[src/rtl/debug_access_unit.sv]
// Debug access unit: runs one register-file or data-memory access per tx_flag
// request from the debug controller and closes each with a doneSending pulse.
module debug_access_unit #(
  parameter int unsigned TIMEOUT = 255
) (
  input  logic        CLK,
  input  logic        RST,
  input  logic        tx_flag,
  input  logic [2:0]  mode,
  input  logic [31:0] address_bridged,
  input  logic [31:0] data_bridged,
  output logic [31:0] data_internal,
  output logic        doneSending,
  output logic        busy,
  output logic        error,
  output logic [4:0]  rf_addr,
  output logic        rf_we,
  output logic [31:0] rf_wdata,
  input  logic [31:0] rf_rdata,
  output logic        mem_req,
  output logic        mem_we,
  output logic [31:0] mem_addr,
  output logic [31:0] mem_wdata,
  output logic [3:0]  mem_be,
  input  logic [31:0] mem_rdata,
  input  logic        mem_ack
);

  localparam logic [2:0] MODE_RF_RD  = 3'b001;
  localparam logic [2:0] MODE_RF_WR  = 3'b010;
  localparam logic [2:0] MODE_MEM_RD = 3'b101;
  localparam logic [2:0] MODE_MEM_WR = 3'b110;
  localparam logic [15:0] TIMEOUT_L  = 16'(TIMEOUT);

  typedef enum logic [2:0] {
    S_IDLE, S_RF_RD, S_RF_CAP, S_RF_WR, S_MEM_REQ, S_ERR, S_DONE, S_WAIT_LOW
  } state_t;

  state_t      state_reg, state_next;
  logic [2:0]  mode_reg;
  logic [31:0] addr_reg;
  logic [31:0] data_reg;
  logic [15:0] cnt_reg;
  logic [31:0] data_internal_reg;
  logic        error_reg;
  logic        valid_mode;
  logic        accept;
  logic        timeout_hit;
  logic        mem_req_int;

  assign valid_mode  = (mode == MODE_RF_RD) || (mode == MODE_RF_WR) ||
                       (mode == MODE_MEM_RD) || (mode == MODE_MEM_WR);
  assign accept      = (state_reg == S_IDLE) && tx_flag && valid_mode;
  assign timeout_hit = (cnt_reg + 16'd1) == TIMEOUT_L;

  always_ff @(posedge CLK or posedge RST) begin
    if (RST) state_reg <= S_IDLE;
    else     state_reg <= state_next;
  end

  always_comb begin
    state_next = state_reg;
    case (state_reg)
      S_IDLE: begin
        if (tx_flag) begin
          case (mode)
            MODE_RF_RD:  state_next = S_RF_RD;
            MODE_RF_WR:  state_next = S_RF_WR;
            MODE_MEM_RD,
            MODE_MEM_WR: state_next = (address_bridged[1:0] == 2'b00) ? S_MEM_REQ : S_ERR;
            default:     state_next = S_IDLE;
          endcase
        end
      end
      S_RF_RD:   state_next = S_RF_CAP;
      S_RF_CAP:  state_next = S_DONE;
      S_RF_WR:   state_next = S_DONE;
      S_MEM_REQ: begin
        if (mem_ack)          state_next = S_DONE;
        else if (timeout_hit) state_next = S_ERR;
      end
      S_ERR:      state_next = S_DONE;
      S_DONE:     state_next = S_WAIT_LOW;
      // Hold here until the request level drops so it cannot retrigger.
      S_WAIT_LOW: if (!tx_flag) state_next = S_IDLE;
      default:    state_next = S_IDLE;
    endcase
  end

  always_ff @(posedge CLK or posedge RST) begin
    if (RST) begin
      mode_reg          <= 3'b000;
      addr_reg          <= 32'd0;
      data_reg          <= 32'd0;
      cnt_reg           <= 16'd0;
      data_internal_reg <= 32'd0;
      error_reg         <= 1'b0;
    end else begin
      if (accept) begin
        mode_reg  <= mode;
        addr_reg  <= address_bridged;
        data_reg  <= data_bridged;
        cnt_reg   <= 16'd0;
        error_reg <= 1'b0;
      end
      case (state_reg)
        S_RF_CAP: data_internal_reg <= rf_rdata;
        S_MEM_REQ: begin
          if (mem_ack) begin
            if (mode_reg == MODE_MEM_RD) data_internal_reg <= mem_rdata;
          end else begin
            cnt_reg <= cnt_reg + 16'd1;
          end
        end
        S_ERR: begin
          error_reg         <= 1'b1;
          data_internal_reg <= 32'd0;
        end
        default: ;
      endcase
    end
  end

  // Port outputs decode from state and latched request only, never from tx_flag.
  assign mem_req_int   = (state_reg == S_MEM_REQ);
  assign busy          = (state_reg != S_IDLE);
  assign doneSending   = (state_reg == S_DONE);
  assign error         = error_reg;
  assign data_internal = data_internal_reg;
  assign rf_addr       = addr_reg[4:0];
  assign rf_we         = (state_reg == S_RF_WR) && (addr_reg[4:0] != 5'd0);
  assign rf_wdata      = data_reg;
  assign mem_req       = mem_req_int;
  assign mem_we        = mem_req_int && (mode_reg == MODE_MEM_WR);
  assign mem_addr      = {addr_reg[31:2], 2'b00};
  assign mem_wdata     = data_reg;

  generate
    for (genvar gi = 0; gi < 4; gi++) begin : g_be
      assign mem_be[gi] = mem_req_int;
    end
  endgenerate

endmodule

[config.mk]
export PLATFORM = sky130hd
export DESIGN_NAME = debug_access_unit
export DESIGN_NICKNAME = d
export VERILOG_FILES = /design/src/rtl/debug_access_unit.sv
export SDC_FILE = /design/constraint.sdc
export NUM_CORES = 1
export LEC_CHECK = 0
export ABC_AREA = 1
export CORE_AREA = 2 2 105 132
export CTS_CLUSTER_SIZE = 20
export DETAILED_ROUTE_END_ITERATION = 8
export DIE_AREA = 0 0 107 134
export PLACE_DENSITY = 0.83
export SYNTH_ARGS = -nofsm -noshare
export SYNTH_HDL_FRONTEND = slang
export SYNTH_SLANG_ARGS = --single-unit
export TNS_END_PERCENT = 10
[constraint.sdc]
create_clock -name CLK -period 7.25 [get_ports CLK]
set_clock_uncertainty 0.1 [all_clocks]
set_input_delay 1.45 -clock CLK [delete_from_list [all_inputs] [get_ports CLK]]
set_output_delay 1.45 -clock CLK [all_outputs]
set_load 0.05 [all_outputs]
==> impl_metrics.env <==
export IMPL_start_util=0.432
export IMPL_r2r_slack_ns=4.65
export IMPL_firstDrtPassIters=5
export IMPL_post_dp_cell_area_um2=8230
export IMPL_r2r_cells=8
export IMPL_io_pins=278
export IMPL_p_leak_nw=3.90
export IMPL_synthesis_area_um2=5670
export IMPL_min_path_cells=2
export IMPL_via_per_inst=4.88
export IMPL_fp_row_count=47
export IMPL_timing_rr_start="state_reg[1]"
export IMPL_end_kind="primary output"
export IMPL_insertion_delay_ns=0.40
export IMPL_ys_seq_area_frac=0.525
export IMPL_clkSlewWorstSetupHoldPaths_ns=0.05
export IMPL_drtIter0Drc=305
export IMPL_synth_distinct_cells=32
export IMPL_min_path_type="flop to flop"
export IMPL_drive_gt1_frac=0.0577
export IMPL_grt_max_degree=76
export IMPL_ctsResizeCount=0
export IMPL_grt_ovfl_total=0
export IMPL_routed_wl_um=16800
export IMPL_n_antenna_cell=0
export IMPL_grt_pass1_vias=5218
export IMPL_reg2reg_to="cnt_reg[0]"
export IMPL_rsz0062_at_grt="false"
export IMPL_cp_max_fo=37
export IMPL_cts_setup_buffers=0
export IMPL_io_buffers=275
export IMPL_cp_slowest_cell="clkdlybuf4s50_1"
export IMPL_tns_ns=0
export IMPL_maxCapViolCount=0
export IMPL_ant_nets=0
export IMPL_maxSlewHeadroom=0.273
export IMPL_outcome="finished clean"
export IMPL_cts_root_buffer="clkbuf_16"
export IMPL_max_clock_path_buffers=2
export IMPL_post_route_drc_count=0
export IMPL_synthTopCellsByArea="dfrtp_1 53%, nand2_1 19%, buf_4 6.1%, o21ai_0 4.1%, a31oi_1 3.5%"
export IMPL_layout_nets=1061
export IMPL_cp_required_ns=5.70
export IMPL_globalplace_congestion=0.861
export IMPL_hold_viol=0
export IMPL_yosysTopAreaCell="dfrtp_1"
export IMPL_antenna_found_initial=0
export IMPL_final_cells=1107
export IMPL_setup_violations_final=0
export IMPL_dp_cells=1076
export IMPL_grt_pass1_wl_um=25900
export IMPL_post_route_period_util=0.575
export IMPL_peakVddDrop_uv=621
export IMPL_whs_endpoint="addr_reg[23]"
export IMPL_vias=5404
export IMPL_layout_commonest_cell="nand2_1"
export IMPL_post_drt_wl_per_cell_um=15.1
export IMPL_core_um2=13100
export IMPL_synth_top_area_frac=0.525
export IMPL_die_area_um2=14300
export IMPL_power_density_nw_per_um2=567
export IMPL_drv_slew=0
export IMPL_fmax_mhz=240
export IMPL_die_h_um=134
export IMPL_crit_path_start_kind="flop"
export IMPL_crit_chain="buf_4, nor2_1, nand2_2, inv_1, buf_4, clkdlybuf4s50_1"
export IMPL_worst_pin_slew_ns=1.09
export IMPL_syn_inst=696
export IMPL_avgSynthCellArea_um2=8.15
export IMPL_clock_sinks=119
export IMPL_synth_warnings=0
export IMPL_cts_tree="yes"
export IMPL_final_cell_mix="289 x nand2_1, 275 x clkdlybuf4s50_1, 119 x dfrtp_1"
export IMPL_syn_to_final_growth_pct=54.4
export IMPL_hold_path_startpoint="addr_reg[23]"
export IMPL_cts_htree_levels=4
export IMPL_design_area_um2=8750
export IMPL_arrival_ns=2.62
export IMPL_numCtsBuffers=17
export IMPL_die_x_um=107
export IMPL_ys_ff_latch=119
export IMPL_cpMostUsedCell="buf_4"
export IMPL_track_usage=0.232
export IMPL_postCtsHoldBufs=0
export IMPL_crit_type="flop to primary output"
export IMPL_cp_slowest_stage_delay_ns=0.89
export IMPL_fin_crit_ns=4.17
export IMPL_hpwl_um=12000
==> metal layers <==
| layer | global-route usage | up-vias | wire length, um |
|---|---|---|---|
| li1 | - | 2648 | - |
| met1 | 0.277 | 2469 | 6600 |
| met2 | 0.387 | 255 | 8310 |
| met3 | 0.0666 | 32 | 1360 |
| met4 | 0.108 | 0 | 494 |
| met5 | 0 | - | 0 |
==> cell usage after synthesis, drive strengths merged <==
cell     instances
o21a             1
ha               2
nand3           16
conb             1
a32oi            1
buf             60
a41oi            1
or4              1
dfrtp          119
o21ai           47
a31oi           33
nand4            4
o211ai           1
o311ai           1
inv             30
nor2            56
xor2             5
o2111ai          1
nor4             1
o22ai            6
nor3             3
nand2          292
clkbuf          14
==> cell families (layout without fill, tap and decap cells) <==
kind of cell	count (synthesis)	in the layout	synth area share
fa+ha+maj	2	2	0.00441
compound gates	92	92	0.0960
other cells	1	2	0.000661
buf+inv	104	343	0.102
xor+xnor	5	5	0.00905
flops	119	119	0.525
simple gates	373	373	0.262
==> power breakdown <==
group          leakage [nW]  internal (mW)  switching, mW
Sequential             1.47          0.990          0.240
Combinational          2.19          0.953           2.05
Clock                 0.243          0.441          0.296
==> through the flow <==
| step | hold WS [ns] | utilization | power (mW) | worst slack, ns |
|---|---|---|---|---|
| 2_1_floorplan | 0.375 | - | 3.36 | 2.54 |
| 3_3_place_gp | 0.362 | 0.627 | 4.20 | 3.54 |
| 3_5_place_dp | 0.364 | 0.627 | 4.24 | 3.48 |
| 4_1_cts | 0.380 | 0.667 | 5.00 | 3.08 |
| 5_1_grt | 0.393 | 0.667 | 5.23 | 2.97 |
| 6_report | 0.376 | 0.667 | 4.97 | 3.08 |
==> final cells by class <==
class	instances	area, um^2
inverter	30	115
clock buffer	19	443
fill	1068	4360
tap	171	214
sequential	119	2980
timing repair buffer	282	2810
clock inverter	12	82.6
multi-input combinational	474	2120
==> how the worst max path moves through the flow <==
stage,start,to,slack [ns],depth (start not counted)
after floorplan,RST,addr_reg[0],2.54,1
after global placement,state_reg[1],mem_be[2],3.54,6
after detailed placement,mode[1],cnt_reg[0],3.48,6
after CTS,state_reg[1],mem_be[1],3.08,6
after global routing,state_reg[1],mem_be[1],2.97,6
final,state_reg[1],mem_be[1],3.08,6
==> worst max-delay path: cells and delay by family, from the launching register on <==
family | cells | cell delay (ns)
flops | 1 | 0.35
buf+inv | 4 | 1.52
simple gates | 2 | 0.30
No activity file was read; power rests on OpenSTA's default activity.
